File: src/rtl/interrupt_responder.sv
`timescale 1ns/1ps
`default_nettype none
// ============================================================================
// Module   : interrupt_responder
// Brief    : Takes interrupt requests, saves EPC/cause, redirects fetch to the
//            service routine, restores PC on return and tail-chains requests.
// Revision : 1.0 - initial release
// ============================================================================
module interrupt_responder #(
    parameter logic [31:0] SERVICE_PC = 32'd76,
    parameter int          CNT_W      = 8
) (
    input  logic             clk,
    input  logic             rst,
    input  logic             irq_req,
    input  logic [2:0]       irq_cause,
    input  logic [31:0]      cur_pc,
    input  logic             eret,
    output logic             irq_ack,
    output logic             pc_redirect,
    output logic [31:0]      redirect_pc,
    output logic             flush,
    output logic             in_service,
    output logic [31:0]      epc,
    output logic [2:0]       cause,
    output logic [CNT_W-1:0] svc_count
);

    typedef enum logic [1:0] {
        c_idle    = 2'd0,
        c_enter   = 2'd1,
        c_service = 2'd2,
        c_exit    = 2'd3
    } state_t;

    localparam logic [CNT_W-1:0] c_cnt_one = {{(CNT_W-1){1'b0}}, 1'b1};
    localparam logic [CNT_W-1:0] c_cnt_max = {CNT_W{1'b1}};

    state_t           r_state;
    state_t           w_state_next;
    logic [31:0]      r_epc;
    logic [2:0]       r_cause;
    logic [2:0]       r_pending;
    logic [CNT_W-1:0] r_count;

    logic             w_valid;
    logic [2:0]       w_new_cause;
    logic [2:0]       w_pend_merged;
    logic             w_chain;
    logic [CNT_W-1:0] w_count_inc;

    // A request carrying cause 0 is treated as no request at all.
    assign w_valid       = irq_req && (irq_cause != 3'd0);
    assign w_new_cause   = w_valid ? irq_cause : 3'd0;
    assign w_pend_merged = r_pending | w_new_cause;
    assign w_chain       = (w_pend_merged != 3'd0);
    assign w_count_inc   = (r_count == c_cnt_max) ? r_count : (r_count + c_cnt_one);

    always_comb begin
        w_state_next = r_state;
        irq_ack      = 1'b0;
        pc_redirect  = 1'b0;
        flush        = 1'b0;
        redirect_pc  = 32'd0;
        in_service   = 1'b0;
        case (r_state)
            c_idle: begin
                if (w_valid) w_state_next = c_enter;
            end
            c_enter: begin
                irq_ack      = 1'b1;
                pc_redirect  = 1'b1;
                flush        = 1'b1;
                redirect_pc  = SERVICE_PC;
                in_service   = 1'b1;
                w_state_next = c_service;
            end
            c_service: begin
                in_service = 1'b1;
                if (eret) w_state_next = c_exit;
            end
            c_exit: begin
                pc_redirect = 1'b1;
                flush       = 1'b1;
                in_service  = 1'b1;
                // Anything pending (including a request arriving right now)
                // re-enters the handler without touching the saved EPC.
                if (w_chain) begin
                    irq_ack      = 1'b1;
                    redirect_pc  = SERVICE_PC;
                    w_state_next = c_service;
                end else begin
                    redirect_pc  = r_epc;
                    w_state_next = c_idle;
                end
            end
            default: w_state_next = c_idle;
        endcase
    end

    always_ff @(posedge clk) begin
        if (rst) begin
            r_state   <= c_idle;
            r_epc     <= 32'd0;
            r_cause   <= 3'd0;
            r_pending <= 3'd0;
            r_count   <= '0;
        end else begin
            r_state <= w_state_next;
            case (r_state)
                c_idle: begin
                    if (w_valid) begin
                        r_epc   <= cur_pc;
                        r_cause <= irq_cause;
                        r_count <= w_count_inc;
                    end
                end
                c_enter, c_service: begin
                    r_pending <= w_pend_merged;
                end
                c_exit: begin
                    if (w_chain) begin
                        r_cause   <= w_pend_merged;
                        r_pending <= 3'd0;
                        r_count   <= w_count_inc;
                    end
                end
                default: ;
            endcase
        end
    end

    assign epc       = r_epc;
    assign cause     = r_cause;
    assign svc_count = r_count;

endmodule
`default_nettype wire

File: config.mk
export PLATFORM = sky130hd
export DESIGN_NAME = interrupt_responder
export DESIGN_NICKNAME = d
export VERILOG_FILES = /design/src/rtl/interrupt_responder.sv
export SDC_FILE = /design/constraint.sdc
export NUM_CORES = 1
export LEC_CHECK = 0
export BUFFER_PORTS_ARGS = -buffer_cell sky130_fd_sc_hd__buf_4
export CAP_MARGIN = 20
export CORE_MARGIN = 2
export CORE_UTILIZATION = 49
export CTS_CLUSTER_SIZE = 25
export DETAILED_ROUTE_END_ITERATION = 6
export GPL_TIMING_DRIVEN = 0
export PLACE_DENSITY = 0.91
export REMOVE_ABC_BUFFERS = 1
export SLEW_MARGIN = 25
export SYNTH_ARGS = -nofsm -noshare
export SYNTH_HDL_FRONTEND = slang
export SYNTH_SLANG_ARGS = --single-unit
File: constraint.sdc
create_clock -name clk -period 2.9 [get_ports clk]
set_clock_uncertainty 0.05 [all_clocks]
set_input_delay 0.145 -clock clk [delete_from_list [all_inputs] [get_ports clk]]
set_output_delay 0.145 -clock clk [all_outputs]
set_load 0.05 [all_outputs]
# After elaboration in Yosys (flattened, before gate mapping)
# Cells that the tools add are included.
# op_classes
add_sub_neg,1
eq_ne,7
mux,20
n_bitwise,1
n_reduce_logical,13
# ops
operator,count
$pmux 32 s2,1
$mux 32,1
$mux 8,3
$pmux 8 s2,1
$mux 3,4
$pmux 3 s2,2
$add 8x1->8 const B,1
$eq 8x8->1 const B,1
$pmux 2 s4,1
$mux 2,3
$ne 2x2->1 const B,3
$reduce_and 2->1,3
$reduce_bool 3->1,2
$eq 2x2->1 const B,2
$reduce_bool 2->1,2
$reduce_or 2->1,2
$mux 1,3
$or 3x3->3,1
$reduce_and 3->1,1
$reduce_or 3->1,1
$eq 2x1->1 const B,1
$logic_not 2->1,1
$pmux 1 s2,1
$logic_and 1x1->1,1
# totals
register_bits,48
in_bits,39
output_inout_bits,79
wordCells,47

# Depth between registers and ports, before layout
# depth
ltp_word,7
mapped_depth,8
depth_no_buf,6

# Least setup slack after synthesis
# Ideal clock, no wire load.
# synth_path
path_type,reg2out
startpoint,register r_state[0]
endpoint,output redirect_pc[11]
t_arrival_ps,1800
required_time_ps,2705
setup_slack_ps,905
path_stages_with_launch,7
path_buffers,3
path_cell_list,dfxtp_1 > ha_1 > buf_6 > nor4b_4 > clkbuf_1 > clkbuf_1 > and3_1
# synth_between
elab_chain_len,2
elab_cells_between_ends,3
cone_classes,eq/ne (2); mux (1)
# synth_lines
element,line_no,source
from (decl),39,state_t r_state;
from (signal assigned),103,r_state <= c_idle;
from (signal assigned),109,r_state <= w_state_next;
$eq 2x2->1 or $eq 2x1->1 (tied branches),66,case (r_state)
$pmux 32 s2 (*),66,
to (decl),21,"output logic [31:0] redirect_pc,"
# Mark *: on every way between the ends. The rest lies on a longest branch, timed or not.

# Worst setup path after layout
# layout_path
startpoint,register r_state[0]
endpoint,output redirect_pc[28]
# Same word-level chain as after synthesis.

==> results.sh <==
export IMPL_rsz0062_at_grt="false"
export IMPL_hold_violations=0
export IMPL_track_usage_pct=24.09
export IMPL_synth_edf_count=0
export IMPL_fin_crit_sh_pct=87.46
export IMPL_diodes=0
export IMPL_ioPinCount=118
export IMPL_cts_hold_buf=0
export IMPL_die_h_um=72.29
export IMPL_post_cts_setup_buffer_count=0
export IMPL_slew_limit_headroom_pct=51.28
export IMPL_whs_ps=38.24
export IMPL_fmax_mhz=394.3
export IMPL_antenna_found_initial=0
export IMPL_ys_warn_count=0
export IMPL_yosysTopAreaCellShare_pct=42.06
export IMPL_htreeDepth=2
export IMPL_drc_errors=0
export IMPL_clockBufferDepth=2
export IMPL_synth_cell_types=37
export IMPL_setup_viol=0
export IMPL_drive_above_1_share_pct=34.68
export IMPL_required_ps=2710
export IMPL_synthTopCellsByArea="dfxtp_1 (42%), nand2_1 (11%), a21oi_1 (9.4%)"
export IMPL_powerDensity_nw_per_um2=880.9
export IMPL_port_buffer_count=117
export IMPL_core_region_area_um2=4414
export IMPL_cts_buffers=5
export IMPL_cts_tree="yes"
export IMPL_viasPerCell=5.282
export IMPL_tightest_slew_ps=727.7
export IMPL_cts_root_buf="clkbuf_8"
export IMPL_cts_sinks=48
export IMPL_syn_cell_area_um2=2285
export IMPL_leakage_uw=0.001598
export IMPL_finalMaxSlewViolations=0
export IMPL_ctsResizeCount=0
export IMPL_grt_max_degree=52
export IMPL_clk_latency_ps=290
export IMPL_start_util_pct=51.76
export IMPL_wl_per_cell_um=14.57
export IMPL_status="finished, final reports clean"
export IMPL_synth_common_cells="nand2_1 (68), dfxtp_1 (48), a21oi_1 (43), and3_1 (29)"
export IMPL_period_minus_slack_ps=2536
export IMPL_ys_seq_area_share_pct=42.06
export IMPL_die_area_um2=5225
export IMPL_synthCells=289
export IMPL_maxCapViolCount=0
export IMPL_worstSetupPathType="flip-flop to output pin"
export IMPL_fin_tns_setup_ps=0
export IMPL_critPathCaptureType="output pin"
export IMPL_place_ws_ps=530.7
export IMPL_synthFlopType="dfxtp_1"
export IMPL_crit_path_start_kind="flip-flop"
export IMPL_drtPass1Iterations=4
export IMPL_synth_area_leader_cell="dfxtp_1"
export IMPL_routabilityCongestion=0.8195
export IMPL_rows=24
export IMPL_crit_fanout=18
export IMPL_nNetsFinal=439
export IMPL_yosysMostFrequentCell="nand2_1"
export IMPL_avgSynthCellArea_um2=7.906
export IMPL_vias=2361
export IMPL_grt_pass1_vias=2246
export IMPL_dp_hpwl_mm=4.683
export IMPL_dp_cells=438
export IMPL_cp_data_arrival_time_ps=2340
export IMPL_path_clk_slew_ps=80
export IMPL_dr_first_iter_drc_count=91
export IMPL_ant_nets=0
export IMPL_min_path_type="input port to flip-flop"
export IMPL_synthToLayoutAreaGrowth_pct=42.22
export IMPL_fin_ws_ps=363.5
export IMPL_die_x_um=72.29
export IMPL_grt_overflow_total=0
export IMPL_ys_seq_elements=48
export IMPL_wl_mm=6.514
export IMPL_grt_pass1_wl_mm=9.970
export IMPL_instances_no_fill=447
export IMPL_ys_async_sr_fraction_pct=0
export IMPL_ir_drop_mv=0.4524
[per-layer routing]
metal	routed length [µm]	part of all wire, %	global-route usage [%]	up-vias
met5	0	0	0	-
met4	136	2.1	9.224	0
met3	363	5.6	4.444	13
met2	3394	52	46.18	79
met1	2620	40	25.81	1075
li1	-	-	-	1194
[worst max-delay path, stage by stage (launching register included)]
cell and delay, ps:
dfxtp_1 390, ha_1 350, nor4b_4 670, buf_6 250
and3_1 180, buf_4 200
[worst paths after layout]
| kind | from | endpoint | slack (ps) | cells past startpoint |
|---|---|---|---|---|
| worst max register to register | r_state[0] | svc_count[3] | 580 | 5 |
| worst min-delay path | cur_pc[9] | epc[9] | 40 | 3 |
| worst min register to register | epc[4] | epc[4] | 420 | 2 |
| worst max-delay path | r_state[0] | redirect_pc[28] | 360 | 5 |
[sequential cells by signal, indices dropped and copies added (netlist names)]
register	cells
cause	3
epc	32
r_pending	3
r_state	2
svc_count	8
[report_power, final]
group | leakage, µW | switching, µW | total (µW) | internal, µW
clock network | 0.0000455 | 207 | 402 | 195
registers | 0.000392 | 105 | 895 | 790
logic | 0.00116 | 1100 | 1560 | 470
[kinds of logic (layout without fill, tap and decap cells)]
| logic type | Yosys count | in the layout | share of synthesized area, % |
|---|---|---|---|
| AO/OA/AOI/OAI | 60 | 60 | 16.10 |
| flip-flops | 48 | 48 | 42.06 |
| multiplexers | 4 | 4 | 1.971 |
| buffers and inverters | 27 | 133 | 5.476 |
| AND/OR/NAND/NOR | 144 | 144 | 31.11 |
| adder cells (fa/ha/maj) | 6 | 6 | 3.286 |
[layout make-up]
cell class | instances | area, µm²
clock buffers | 8 | 90.09
fillers | 347 | 1165
flip-flops and latches | 48 | 960.9
repair buffers | 119 | 904.6
well taps | 52 | 65.06
multi-input cells | 214 | 1206
inverters | 6 | 22.52
[metrics by stage]
stage / util [%] / instance area (µm²) / power, µW
2_1_floorplan: - / 2182 / 1984
3_3_place_gp: 70.80 / 3126 / 2416
3_5_place_dp: 71.23 / 3144 / 2470
5_1_grt: 73.61 / 3249 / 3015
6_report: 73.61 / 3249 / 2862
4_1_cts: 73.27 / 3234 / 2869
[cells in the final DEF, fill, tap and decap left out]
master	count
buf_4	117
nand2_1	68
dfxtp_1	48
a21oi_1	43
and3_1	29
nor2_1	13
nor2b_1	9
inv_1	6
nor3_1	6
ha_1	6
clkbuf_8	6
nor4_1	3
mux2_2	3
o21ai_0	3
a22oi_1	3
or3_1	3
nand2b_1	2
nand4_1	2
o311a_2	2
a31o_2	2
or4_1	2
clkbuf_1	2
o31ai_4	1
nor4b_4	1
nor2_4	1
or2_2	1
o21a_4	1
nand3_1	1
and2_1	1
nand4b_1	1
mux2_1	1
o31ai_1	1
o41ai_1	1
or2b_1	1
a211oi_1	1
a2bb2oi_1	1
a31oi_1	1
buf_6	1
buf_8	1
Power figures use the tool's default switching activity.
